## src/rtl/hiscore_pkg.sv

```systemverilog
// Shared types and Blockade defaults for the high-score RAM upload block.
package hiscore_pkg;

  typedef enum logic [2:0] {
    StIdle,
    StRead,
    StLatch,
    StSend,
    StSum,
    StDone
  } state_e;

  localparam int unsigned DefaultAddrW   = 8;
  localparam int unsigned DefaultStart   = 0;
  localparam int unsigned DefaultLength  = 256;
  localparam int unsigned DefaultUpAddrW = 14;

endpackage

```

## src/rtl/hiscore_dump.sv

```systemverilog
// Streams a window of the static RAM to the HPS as an addr/data/valid sequence while pausing
// the CPU. Define HISCORE_CHECKSUM_EN to append an 8-bit wrapping sum byte at up_addr=LENGTH.
module hiscore_dump
  import hiscore_pkg::*;
#(
  parameter int unsigned ADDR_W    = DefaultAddrW,
  parameter int unsigned START     = DefaultStart,
  parameter int unsigned LENGTH    = DefaultLength,
  parameter int unsigned UP_ADDR_W = DefaultUpAddrW
) (
  input  logic                 clk,
  input  logic                 reset,
  input  logic                 start_i,
  output logic [ADDR_W-1:0]    ram_addr_o,
  output logic                 ram_rd_o,
  input  logic [7:0]           ram_data_i,
  output logic [UP_ADDR_W-1:0] up_addr_o,
  output logic [7:0]           up_data_o,
  output logic                 up_valid_o,
  input  logic                 up_ready_i,
  output logic                 busy_o,
  output logic                 pause_o,
  output logic                 done_o
);

  // One extra bit so that a full 2^ADDR_W window does not wrap the index.
  localparam int unsigned       IdxW      = ADDR_W + 1;
  localparam logic [IdxW-1:0]   LastIdx   = IdxW'(LENGTH - 1);
  localparam logic [ADDR_W-1:0] StartAddr = ADDR_W'(START);

  state_e                 state_q;
  logic [IdxW-1:0]        idx_q;
  logic [ADDR_W-1:0]      ram_addr_q;
  logic                   ram_rd_q;
  logic [UP_ADDR_W-1:0]   up_addr_q;
  logic [7:0]             up_data_q;
  logic                   up_valid_q;
  logic                   busy_q;
  logic                   done_q;
`ifdef HISCORE_CHECKSUM_EN
  logic [7:0]             sum_q;
`endif

  logic xfer;
  assign xfer = up_valid_q & up_ready_i;

  always_ff @(posedge clk) begin
    if (reset) begin
      state_q    <= StIdle;
      idx_q      <= '0;
      ram_addr_q <= '0;
      ram_rd_q   <= 1'b0;
      up_addr_q  <= '0;
      up_data_q  <= '0;
      up_valid_q <= 1'b0;
      busy_q     <= 1'b0;
      done_q     <= 1'b0;
`ifdef HISCORE_CHECKSUM_EN
      sum_q      <= '0;
`endif
    end else begin
      ram_rd_q <= 1'b0;
      done_q   <= 1'b0;
      unique case (state_q)
        StIdle: begin
          if (start_i) begin
            idx_q      <= '0;
`ifdef HISCORE_CHECKSUM_EN
            sum_q      <= '0;
`endif
            ram_addr_q <= StartAddr;
            ram_rd_q   <= 1'b1;
            busy_q     <= 1'b1;
            state_q    <= StRead;
          end
        end
        StRead: begin
          state_q <= StLatch;
        end
        StLatch: begin
          up_data_q  <= ram_data_i;
          up_addr_q  <= UP_ADDR_W'(idx_q);
`ifdef HISCORE_CHECKSUM_EN
          sum_q      <= sum_q + ram_data_i;
`endif
          up_valid_q <= 1'b1;
          state_q    <= StSend;
        end
        StSend: begin
          if (xfer) begin
            up_valid_q <= 1'b0;
            if (idx_q == LastIdx) begin
`ifdef HISCORE_CHECKSUM_EN
              up_valid_q <= 1'b1;
              up_addr_q  <= UP_ADDR_W'(LENGTH);
              up_data_q  <= sum_q;
              state_q    <= StSum;
`else
              done_q     <= 1'b1;
              state_q    <= StDone;
`endif
            end else begin
              // ram_addr wraps on its own width, giving (START+idx) mod 2^ADDR_W.
              idx_q      <= idx_q + IdxW'(1);
              ram_addr_q <= ram_addr_q + ADDR_W'(1);
              ram_rd_q   <= 1'b1;
              state_q    <= StRead;
            end
          end
        end
`ifdef HISCORE_CHECKSUM_EN
        StSum: begin
          if (xfer) begin
            up_valid_q <= 1'b0;
            done_q     <= 1'b1;
            state_q    <= StDone;
          end
        end
`endif
        StDone: begin
          busy_q  <= 1'b0;
          state_q <= StIdle;
        end
        default: begin
          state_q <= StIdle;
        end
      endcase
    end
  end

  assign ram_addr_o = ram_addr_q;
  assign ram_rd_o   = ram_rd_q;
  assign up_addr_o  = up_addr_q;
  assign up_data_o  = up_data_q;
  assign up_valid_o = up_valid_q;
  assign busy_o     = busy_q;
  assign pause_o    = busy_q;
  assign done_o     = done_q;

endmodule

```

## config.mk

```make
export PLATFORM = sky130hd
export DESIGN_NAME = hiscore_dump
export DESIGN_NICKNAME = d
export VERILOG_FILES = /design/src/rtl/hiscore_pkg.sv /design/src/rtl/hiscore_dump.sv
export SDC_FILE = /design/constraint.sdc
export NUM_CORES = 1
export LEC_CHECK = 0
export BUFFER_PORTS_ARGS = -buffer_cell sky130_fd_sc_hd__buf_2
export CORE_AREA = 5 5 67 69
export CTS_BUF_LIST = sky130_fd_sc_hd__clkbuf_8 sky130_fd_sc_hd__clkbuf_16
export CTS_CLUSTER_SIZE = 25
export DETAILED_ROUTE_END_ITERATION = 16
export DIE_AREA = 0 0 72 74
export GPL_TIMING_DRIVEN = 0
export PLACE_DENSITY = 0.76
export SYNTH_ARGS = -nofsm -noshare
export SYNTH_HDL_FRONTEND = slang
export SYNTH_SLANG_ARGS = --single-unit
```

## constraint.sdc

```tcl
create_clock -name clk -period 2.7 [get_ports clk]
set_input_delay 0.54 -clock clk [delete_from_list [all_inputs] [get_ports clk]]
set_output_delay 0.54 -clock clk [all_outputs]
set_load 0.02 [all_outputs]
```

==> results of run 1 <==
==> registers in the layout, summed over array words and instances, names as in the netlist <==
| register | flops |
|---|---|
| idx_q | 9 |
| up_addr_o | 9 |
| ram_addr_o | 8 |
| up_data_o | 8 |
| state_q | 3 |
| busy_o | 1 |
| done_o | 1 |
| ram_rd_o | 1 |
| up_valid_o | 1 |
==> area by class of cell <==
class / count / share of cell area [%]
well taps: 50 / 2.73
repair buffers: 40 / 8.74
multi-input cells: 152 / 41.5
flip-flops and latches: 41 / 35.8
plain buffers: 19 / 5.24
inverters: 9 / 1.47
clock inverters: 2 / 1.53
clock buffers: 5 / 3.00
==> per-layer routing <==
metal / vias up / GRT usage [%] / wire length, um
li1: 869 / - / -
met1: 790 / 21.8 / 2020
met2: 33 / 26.9 / 2020
met3: 5 / 4.19 / 195
met4: 0 / 5.64 / 57
met5: - / 0 / 0
==> cells by family (layout without fill, tap and decap cells) <==
| kind of cell | count (synthesis) | count (layout) | share of synthesized area [%] |
|---|---|---|---|
| buffers and inverters | 28 | 75 | 8.06 |
| AOI/OAI and AO/OA | 49 | 49 | 16.7 |
| and+or+nand+nor | 89 | 89 | 27.0 |
| DFF | 41 | 41 | 43.0 |
| other | 1 | 5 | 0.196 |
| adders and majority gates | 3 | 3 | 1.97 |
| xor gates and xnor gates | 1 | 1 | 0.459 |
| muxes | 5 | 5 | 2.62 |
==> critical path: stages, from the launching register on <==
cell and delay, ns:
dfxtp_1 0.37, ha_1 0.24, and3_1 0.22, and3_1 0.20
and3_1 0.21, ha_1 0.22, and4b_1 0.29, clkbuf_1 0.39
a31oi_1 0.15, a31oi_1 0.15
==> per-stage QoR <==
step | instance area (sq um) | hold WS [ns]
after floorplan | 1920 | 0.445
after global placement | 2190 | 0.440
after detailed placement | 2190 | 0.444
after CTS | 2290 | 0.456
after global routing | 2290 | 0.477
final | 2290 | 0.451
==> power breakdown <==
part	switching [W]	total (W)	internal, W
logic	0.0000907	0.000146	0.0000553
registers	0.00000846	0.000626	0.000618
clock network	0.000204	0.000473	0.000269
total	0.000303	0.00124	0.000941
==> layout by cell type, fill, tap and decap left out, drive strengths merged, types with 3 or more instances in the layout <==
cell	count
nor3b	3
o21ai	3
nor4	3
clkbuf	9
dfxtp	41
a21oi	20
nand4	6
mux2i	5
o211ai	8
inv	9
ha	3
buf	55
nand2	46
conb	5
or4b	3
a31oi	12
and3b	4
nand2b	6
and3	7
==> path summary, 6_finish.rpt <==
kind                            depth (start not counted)                    endpoint  slack [ns]
worst max-delay path                                    9  ram_addr_o[2]$_SDFFE_PP0P_        0.20
worst min-delay path                                    2   up_addr_o[6]$_SDFFE_PP0P_        0.45
worst max register to register                          9  ram_addr_o[2]$_SDFFE_PP0P_        0.20
worst min register to register                          2   up_addr_o[6]$_SDFFE_PP0P_        0.45
==> results.md, run 1 <==
Yosys:
- Yosys attributes the largest share of cell area to dfxtp_1 (43%), nand2_1 (9.0%), a21oi_1 (5.2%), a31oi_1 (3.9%), buf_4 (2.8%).
- The netlist area before placement is 0.00191 sq mm.
- The number of instances in the synthesized netlist is about 220.
- Of the post-synthesis cell area, the dominant cell type holds 43.0%.
- Yosys instantiated no cell more often than nand2_1.
- Among all flip-flop cells after synthesis, the most frequent one is dfxtp_1.
- After synthesis the netlist holds a flip-flop and latch count of 41.
- The proportion of synthesized flip-flops having asynchronous set or reset is 0%.
- dfxtp_1 takes more of the synthesized area than any other cell.
- By count the netlist is led by nand2_1 (46), dfxtp_1 (41), a21oi_1 (20).
- The average cell area after synthesis is 8.80 sq um.
- The number of flops mapped to enable cells by yosys is 0.
- The synthesized netlist contains 38 unique library cells.
- For this run, the register share of the synthesized area comes to a little over two fifths.
- The warning count from the yosys run is 0.

CTS:
- The later-pin clock latency in the skew report is 0.29 ns.
- Counting along the longest clock path gives a buffer depth of 2.
- In this run, post-CTS hold repair placed 0 buffers.
- The master cell of the clock root buffer is clkbuf_8.
- In this run, post-CTS repair resized a total of 0 instances.
- The number of clock buffers inserted by TritonCTS is 5.
- TritonCTS built the clock tree.
- The level count of the clock H-tree is 2.
- The count of clock tree sinks is 41.
- The number of post-CTS setup repair buffers is 0.
- After clock tree synthesis, the clock-pin slew on the worst setup and hold paths is ~0.080 ns.

Detailed routing:
- Using the TritonRoute via totals, the vias-per-cell ratio works out to 5.34.
- The final routed DRC violation total is 0.
- After detailed routing, the average wire length per cell comes to 13.5 um.
- For this block, the initial DRC count from the detailed router was roughly 100.
- The overall routed net length is 4.29 mm.
- The post-route antenna net violation count is 0.
- The detailed router placed around 1700 vias in this run.
- The first detailed-routing pass took 4 iterations.

Die:
- In this run the core area contains 23 standard-cell rows.
- The chip height is 74 um.
- The effective utilization at floorplan is 49.5%.
- The horizontal die dimension is 72 um.
- The die covers ~0.0053 sq mm.
- The total core area is 0.00386 sq mm.
- The total I/O pin count is 47.

Global route:
- The first global-routing pass estimated 7.01 mm of wire.
- The number of antenna violations at the first check in global routing is 0.
- The via count of the first global-routing pass is about 1500.
- Global routing finished with a remaining overflow of 0.
- The overall global routing resource usage is 16.6%.
- Entering global routing, the biggest net connects 13 pins.

Critical path:
- The launching element type of the critical path is a flop.
- At the worst endpoint, the arrival time is 2.72 ns.
- In this run the critical register-to-register path is launched from idx_q[0]$_SDFFE_PP0P_.
- At the worst endpoint, the required time is 2.92 ns.
- The worst setup path is of the flop to flop kind.
- STA classifies the critical path endpoint as a flop.
- The most critical setup path has its startpoint at idx_q[0]$_SDFFE_PP0P_.
- Of all nets on the critical path, the largest fanout is 10.

Min path:
- In this run the worst hold path is classified as flop to flop.
- The startpoint identified for the worst hold timing path is up_addr_o[6]$_SDFFE_PP0P_.

Cells and area:
- The finished layout holds 318 standard cells, fillers aside.
- The number of antenna repair diodes is 0.
- In the final layout, flip-flops and latches occupy 821 sq um.
- The end-of-flow core utilization is 59.4%.
- The multi-input logic area is approximately 950 sq um.
- The final net count is 283.
- The layout overhead on the synthesized area is 20.0%.
- The fraction of final layout cells with drive strength greater than 1 is between 20% and 30%.
- Fill cells in the final layout number 374.

Timing:
- Dividing the final minimum period by the clock period gives 92.7%.
- The number of pins with negative max-slew slack in the final report is 0.
- The final setup TNS is 0 ns.
- The final critical path time including I/O delays and setup is 2.50 ns.
- The final setup violation count is 0.
- For the final database, setup skew stands at 0.00493 ns.
- Timing would allow up to 399 MHz.
- The number of failing hold endpoints at the final stage came to 0.
- Setup repair after global routing left no endpoint under its margin.
- The worst path setup slack after routing is 0.197 ns.

Pwr:
- Overall power consumption after layout is estimated at 0.00124 W.
- The peak supply drop is 0.356 mV.
- The power density over the cells is 543 mW/mm^2.
- In this run the static leakage power is ~1 nW.

Placement:
- The global placer's final weighted congestion is 0.778.
- The post-placement setup slack is 0.206 ns.
- The instance count after placement with tap cells included is 311.
- The HPWL reported at the end of detailed placement is 3.08 mm.
- Input and output buffers added on the ports amount to 40.

Outcome:
- The run finished with clean final reports.

Flow run:
- The number of maximum-capacitance violations is 0.
(Power assumes the default switching activity.)
==> run 2, diff against run 1 <==
==> constraint.sdc (replaced) <==
create_clock -name clk -period 2.4 [get_ports clk]
set_input_delay 0.24 -clock clk [delete_from_list [all_inputs] [get_ports clk]]
set_output_delay 0.24 -clock clk [all_outputs]
set_load 0.02 [all_outputs]
==> results.md, run 2 (synthesis results as in run 1) <==
Detailed routing:
- The average wire per standard cell is 13.6 um (+0.84%).
- The vias per cell came to 5.35 (+0.29%).
- The vias after detailed routing is 1718 (+1.2%).
- The overall routed net length came to 4.37 mm (+1.8%).
- The DRC violation total after the first TritonRoute iteration is 98 (-5.8%).
- The post-route antenna net violation count is 0 (unchanged).
- The first-pass iteration count of the detailed router came to 4 (unchanged).
- The final routed DRC violation total is 0 (unchanged).

Min path:
- The worst hold path terminates at up_data_o[4]$_SDFFE_PP0P_.
- The number of cells traversed by the worst hold path is 3 (+1).
- The type of the worst min-delay path is input pin to flop.
- The worst hold path begins at ram_data_i[4].

Critical path:
- The worst register-to-register path ends at ram_rd_o$_SDFF_PP0_.
- The source of the worst register-to-register timing path is idx_q[0]$_SDFFE_PP0P_.
- The worst-case reg-to-reg path depth came to 9 (unchanged).
- The setup slack of the worst register-to-register path was 0.06 ns (-0.14 ns).
- The maximum fanout count along the critical path is 5 (-5).
- The worst setup path is captured at a flop.
- The stage delay of the slowest cell on the critical path is 0.37 ns (-0.02 ns).
- Traced cell by cell, the critical path runs through ha_2 -> and3_4 -> and3_1 -> and3_4 -> ha_2 -> nand4b_1 -> buf_4 -> o21a_4 -> nor4_4.
- The critical path is of the flop to flop type.
- The signal arrival time at the worst endpoint is 2.54 ns (-0.18 ns).
- The standard cell with the maximum stage delay on the critical path is dfxtp_4.
- The worst setup path is launched from a flop.
- The required time of the critical path is 2.60 ns (-0.32 ns).

Pwr:
- The internal power contribution is 0.00106 W (+13%).
- The leakage component of the power is 0.995 nW (+0.89%).
- The clock network power share is 37.9% (about the same).
- The sequential cell fraction of total power is 50.1% (-0.2 points).
- The power density over the cells is 599 mW/mm^2 (+10%).
- The power after layout was 0.00140 W (+13%).
- The switching share of total power is 24.5% (+0.12 points).
- The combinational share of power is 12.0% (+0.3 points).
- The peak supply drop is 0.404 mV (+13%).
- The net switching component of the power is 0.000344 W (+13%).

CTS:
- The level count of the clock H-tree was 2 (unchanged).
- The clock transition at the registers of the reported paths is 0.08 ns (about the same).
- TritonCTS built the clock tree.
- The later-pin clock latency in the skew report is 0.29 ns (about the same).
- The master cell of the clock root buffer is clkbuf_8.
- The number of clock buffers inserted by TritonCTS came to 5 (unchanged).
- The post-cts hold buffer count is 0 (unchanged).
- The clock tree buffer depth was 2 (unchanged).
- The count of clock tree sinks was 41 (unchanged).

Global route:
- The global-route wire length before repair was 7.07 mm (+0.78%).
- The overall overflow remaining after global route is 0 (unchanged).
- The via count of the first global-routing pass came to 1509 (+0.53%).
- The maximum number of pins on one net before global-route repair is 13 (unchanged).
- The overall global routing resource usage is 16.7% (+0.11 points).
- The number of antenna violations at the first check in global routing is 0 (unchanged).

Placement:
- The cell area after placement is 0.00219 sq mm (unchanged).
- The instance count after placement with tap cells included is 311 (unchanged).
- The number of buffers added on ports is 40 (unchanged).
- The global placer's final weighted congestion is 0.778 (unchanged).
- The HPWL reported at the end of detailed placement is 3.08 mm (unchanged).

Cells and area:
- The layout overhead on the synthesized area is 22.7%.
- The post-layout instance area is 0.00234 sq mm (+2.3%).
- The final net count is 286 (+1.1%).
- The number of filler cells placed in the layout is 364 (-2.7%).
- The end-of-flow core utilization was 60.8% (+1.4 points).
- The fraction of final layout cells with drive strength greater than 1 is 29.2% (+3.8 points).
- The final cell count without fillers is 321 (+0.94%).
- The number of antenna repair diodes is 0 (unchanged).
- Leaving out fill and tap cells, the most frequent cells in the layout are buf_2 (46), nand2_1 (46), dfxtp_1 (39), a21oi_1 (20), a31oi_1 (12).

Die:
- The horizontal die dimension is 72 um (unchanged).
- The total I/O pin count is 47 (unchanged).
- The total die area is 0.00533 sq mm (unchanged).
- The effective utilization at floorplan is 49.5% (unchanged).
- The total core area is 0.00386 sq mm (unchanged).
- The number of core rows is 23 (unchanged).
- The chip height is 74 um (unchanged).

Outcome:
- The flow ran to the end, and the final reports show no timing, DRC or antenna violations.

Timing:
- The final setup violation count is 0 (unchanged).
- The maximum clock frequency is 427 MHz (+7.0%).
- The post-route worst hold slack was 0.180 ns (-0.271 ns).
- The clock skew after layout is 0.00554 ns (+0.000602 ns).
- The number of failing hold endpoints at the final stage came to 0 (unchanged).
- The share of the clock period used by the worst path after layout is 97.5% (+4.8 points).
- The final critical path time including I/O delays and setup is 2.34 ns (-0.163 ns).
- Setup repair after global routing left no endpoint under its margin.
- The number of pins with negative max-slew slack in the final report is 0 (unchanged).

Flow run:
- The number of maximum-capacitance violations is 0 (unchanged).
run 2: critical path, delay by kind of cell, from the launching register on:
family / cells / cell delay, ns
buffers and inverters: 1 / 0.22
AOI/OAI and AO/OA: 1 / 0.22
adders and majority gates: 2 / 0.37
and+or+nand+nor: 5 / 1.08
DFF: 1 / 0.37
run 2: stage by stage:
step	setup WS [ns]	TNS, ns
after floorplan	0.211	0
after global placement	-0.0786	-0.703
after detailed placement	-0.0937	-0.863
after CTS	0.0324	0
after global routing	0.0101	0
final	0.0596	0
run 2: worst max-delay path by stage:
stage	from	endpoint	slack (ns)
5_1_grt	idx_q[0]$_SDFFE_PP0P_	ram_rd_o$_SDFF_PP0_	0.01
3_3_place_gp	idx_q[0]$_SDFFE_PP0P_	ram_addr_o[3]$_SDFFE_PP0P_	-0.08
4_1_cts	idx_q[0]$_SDFFE_PP0P_	idx_q[7]$_SDFFE_PP0P_	0.03
6_report	idx_q[0]$_SDFFE_PP0P_	ram_rd_o$_SDFF_PP0_	0.06
3_5_place_dp	idx_q[0]$_SDFFE_PP0P_	ram_addr_o[2]$_SDFFE_PP0P_	-0.09
2_1_floorplan	idx_q[0]$_SDFFE_PP0P_	ram_addr_o[4]$_SDFFE_PP0P_	0.21
run 2: what timing repair did:
item / CTS / global route
endpoints found under the hold margin: 0 / 0
setup endpoints to repair: 13 / 15
setup buffers: 3 / 1
pin swaps: 1 / 0
resized for setup: 1 / 7
run 2: metal layers:
layer	GRT usage [%]	vias up	routed length (um)
li1	-	876	-
met1	21.8	808	2040
met2	27.3	29	2100
met3	4.19	5	173
met4	5.64	0	57
met5	0	-	0
run 2: final cells by class:
type | count | area [sq um] | area share [%]
clock buffers | 5 | 68.8 | 2.94
multi-input cells | 152 | 971 | 41.4
inverters | 9 | 33.8 | 1.44
clock inverters | 2 | 35.0 | 1.49
plain buffers | 18 | 116 | 4.97
repair buffers | 44 | 230 | 9.82
well taps | 50 | 62.6 | 2.67
flip-flops and latches | 41 | 826 | 35.2
run 2: power groups by stage:
stage / Sequential [W] / Clock (W) / Combinational [W]
3_5_place_dp: 0.000720 / 0 / 0.000164
3_3_place_gp: 0.000720 / 0 / 0.000162
5_1_grt: 0.000705 / 0.000574 / 0.000184
6_report: 0.000703 / 0.000533 / 0.000168
4_1_cts: 0.000704 / 0.000549 / 0.000167
2_1_floorplan: 0.000734 / 0 / 0.000105
==> run 3, diff against run 2 <==
--- a/config.mk
+++ b/config.mk
@@ -6,13 +6,14 @@
 export NUM_CORES = 1
 export LEC_CHECK = 0
 export BUFFER_PORTS_ARGS = -buffer_cell sky130_fd_sc_hd__buf_2
-export CORE_AREA = 5 5 67 69
+export CORE_AREA = 5 5 58 80
 export CTS_BUF_LIST = sky130_fd_sc_hd__clkbuf_8 sky130_fd_sc_hd__clkbuf_16
 export CTS_CLUSTER_SIZE = 25
 export DETAILED_ROUTE_END_ITERATION = 16
-export DIE_AREA = 0 0 72 74
+export DIE_AREA = 0 0 63 85
 export GPL_TIMING_DRIVEN = 0
 export PLACE_DENSITY = 0.76
+export RECOVER_POWER = 25
 export SYNTH_ARGS = -nofsm -noshare
 export SYNTH_HDL_FRONTEND = slang
 export SYNTH_SLANG_ARGS = --single-unit
==> results.md, run 3 (synthesis results as in run 1) <==
Pwr:
- The leakage component of the power was 0.953 nW (-4.3%).
- The peak supply drop is 0.487 mV (+21%).
- The power after layout was 0.00153 W (+8.8%).
- The power density over the cells is 647 mW/mm^2 (+7.9%).

Placement:
- The global placer's final weighted congestion came to 0.863 (+11%).
- The number of buffers added on ports is 40 (unchanged).
- The HPWL reported at the end of detailed placement is 3.02 mm (-1.9%).
- The instance count after placement with tap cells included is 304 (-2.3%).

Timing:
- The number of pins with negative max-slew slack in the final report is 0 (unchanged).
- The number of failing hold endpoints at the final stage was 0 (unchanged).
- The clock skew after layout came to 0.00989 ns (+0.00435 ns).
- The post-route worst hold slack was 0.176 ns (-0.00437 ns).
- The final setup violation count is 0 (unchanged).
- The share of the clock period used by the worst path after layout is 96.7% (-0.85 points).
- The final critical path time including I/O delays and setup is 2.32 ns (-0.0204 ns).
- The maximum clock frequency is 431 MHz (+0.88%).

Detailed routing:
- The vias after detailed routing is 1737 (+1.1%).
- The overall routed net length came to 4.51 mm (+3.3%).
- The average wire per standard cell is 14.3 um (+4.9%).
- The vias per cell is 5.50 (+2.7%).
- The post-route antenna net violation count came to 0 (unchanged).
- The final routed DRC violation total came to 0 (unchanged).
- The DRC violation total after the first TritonRoute iteration was 72 (-27%).
- The first-pass iteration count of the detailed router is 4 (unchanged).

Cells and area:
- The layout overhead on the synthesized area is 23.8%.
- The most common library cell in the layout ignoring fill and taps is nand2_1.
- In the layout the commonest cells are nand2_1 (46), dfxtp_1 (39), buf_2 (30), a21oi_1 (20), clkbuf_1 (19).
- The final net count was 287 (+0.35%).
- The number of antenna repair diodes came to 0 (unchanged).
- The number of filler cells placed in the layout is 345 (-5.2%).
- The fraction of final layout cells with drive strength greater than 1 came to 23.4% (-5.7 points).
- The final cell count without fillers is 316 (-1.6%).

Critical path:
- The endpoint identified for the worst register-to-register timing path is idx_q[4]$_SDFFE_PP0P_.
- The timing startpoint of the critical path is idx_q[0]$_SDFFE_PP0P_.
- The worst register-to-register path begins at idx_q[0]$_SDFFE_PP0P_.
- The critical path is of the flop to flop type.
- The setup slack of the worst register-to-register path came to 0.08 ns (+0.02 ns).
- The type of element capturing the critical path is a flop.
- The endpoint of the worst setup timing path is idx_q[4]$_SDFFE_PP0P_.
- The worst setup path is launched from a flop.
- The maximum fanout count along the critical path is 5 (unchanged).
- The signal arrival time at the worst endpoint is 2.49 ns (-0.05 ns).
- The required time of the critical path came to 2.57 ns (-0.03 ns).
- The worst-case reg-to-reg path depth was 10 (+1).

Min path:
- The type of the worst min-delay path is input pin to flop.

CTS:
- The cell sitting at the root of the clock tree is a clkbuf_8.
- TritonCTS built the clock tree.
- The level count of the clock H-tree was 2 (unchanged).
- The count of clock tree sinks is 41 (unchanged).
- The number of clock buffers inserted by TritonCTS came to 5 (unchanged).
- The clock transition at the registers of the reported paths is 0.08 ns (about the same).
- The clock tree buffer depth is 2 (unchanged).
- The post-cts hold buffer count is 0 (unchanged).
- The later-pin clock latency in the skew report came to 0.29 ns (about the same).

Global route:
- The overall global routing resource usage is 17.1% (+0.33 points).
- The maximum number of pins on one net before global-route repair is 14 (+1).
- The number of antenna violations at the first check in global routing is 0 (unchanged).
- The via count of the first global-routing pass came to 1618 (+7.2%).
- The global-route wire length before repair is 7.57 mm (+7.1%).
- The overall overflow remaining after global route was 0 (unchanged).

Die:
- The total I/O pin count is 47 (unchanged).
- The total die area is 0.00536 sq mm (+0.51%).
- The total core area is 0.00388 sq mm (+0.75%).
- The effective utilization at floorplan is 49.1% (-0.37 points).
- The horizontal die dimension is 63 um (-13%).
- The number of core rows was 27 (+17%).
- The chip height came to 85 um (+15%).

Flow run:
- The number of maximum-capacitance violations came to 0 (unchanged).

Outcome:
- The run finished with clean final reports.
==> run 3: final cells by class <==
cell class	count	area (sq um)	area share, %
inverter	9	33.8	1.43
sequential	41	826	34.9
tap	43	53.8	2.28
timing repair buffer	45	225	9.53
multi-input combinational	152	975	41.2
clock buffer	5	68.8	2.91
buffer	18	116	4.92
clock inverter	3	65.1	2.75
==> run 3: repair_timing <==
action,in CTS,in global routing
setup buffers,3,1
pin swaps,1,1
endpoints found under the setup margin,13,15
cloned,0,1
resized for setup,1,10
==> run 3: through the flow <==
step	utilization (%)	setup TNS [ns]	cell area (sq um)	worst slack (ns)
CTS	60.0	0	2330	0.0224
finish	60.8	0	2360	0.0800
global route	60.8	-0.467	2360	-0.0571
detailed placement	56.1	-1.15	2180	-0.122
global placement	56.1	-0.798	2180	-0.0939
floorplan	-	0	1920	0.211
==> run 3: per-layer routing <==
layer  GRT usage (%)  share of wire [%]
met5               0                  0
met4            10.4                3.2
met3            3.44                5.3
met2            27.8                 48
met1            20.3                 44
==> run 3: how the worst min path moves through the flow <==
| stage | start | endpoint | slack, ns | cells after the start |
|---|---|---|---|---|
| final | ram_data_i[0] | up_data_o[0]$_SDFFE_PP0P_ | 0.18 | 3 |
| after global routing | ram_data_i[1] | up_data_o[1]$_SDFFE_PP0P_ | 0.18 | 3 |
| after CTS | ram_data_i[6] | up_data_o[6]$_SDFFE_PP0P_ | 0.17 | 3 |
| after detailed placement | up_addr_o[1]$_SDFFE_PP0P_ | up_addr_o[1]$_SDFFE_PP0P_ | 0.44 | 2 |
| after global placement | up_data_o[4]$_SDFFE_PP0P_ | up_data_o[4]$_SDFFE_PP0P_ | 0.44 | 2 |
| after floorplan | ram_data_i[7] | up_data_o[7]$_SDFFE_PP0P_ | 0.38 | 2 |
==> run 3: where the power goes <==
group	internal, W	leakage, nW	switching (W)
registers	0.000694	0.333	0.00000960
logic	0.0000669	0.551	0.000106
clock network	0.000413	0.0681	0.000239
==> run 3: critical path, stage by stage, from the launching register on <==
cell and delay [ns]:
dfxtp_4 0.37, ha_2 0.19, and3_4 0.19, and3_1 0.19, and3_1 0.20, ha_2 0.19, nand4b_1 0.21, buf_4 0.19
o211ai_4 0.22, buf_6 0.16, a31oi_1 0.07
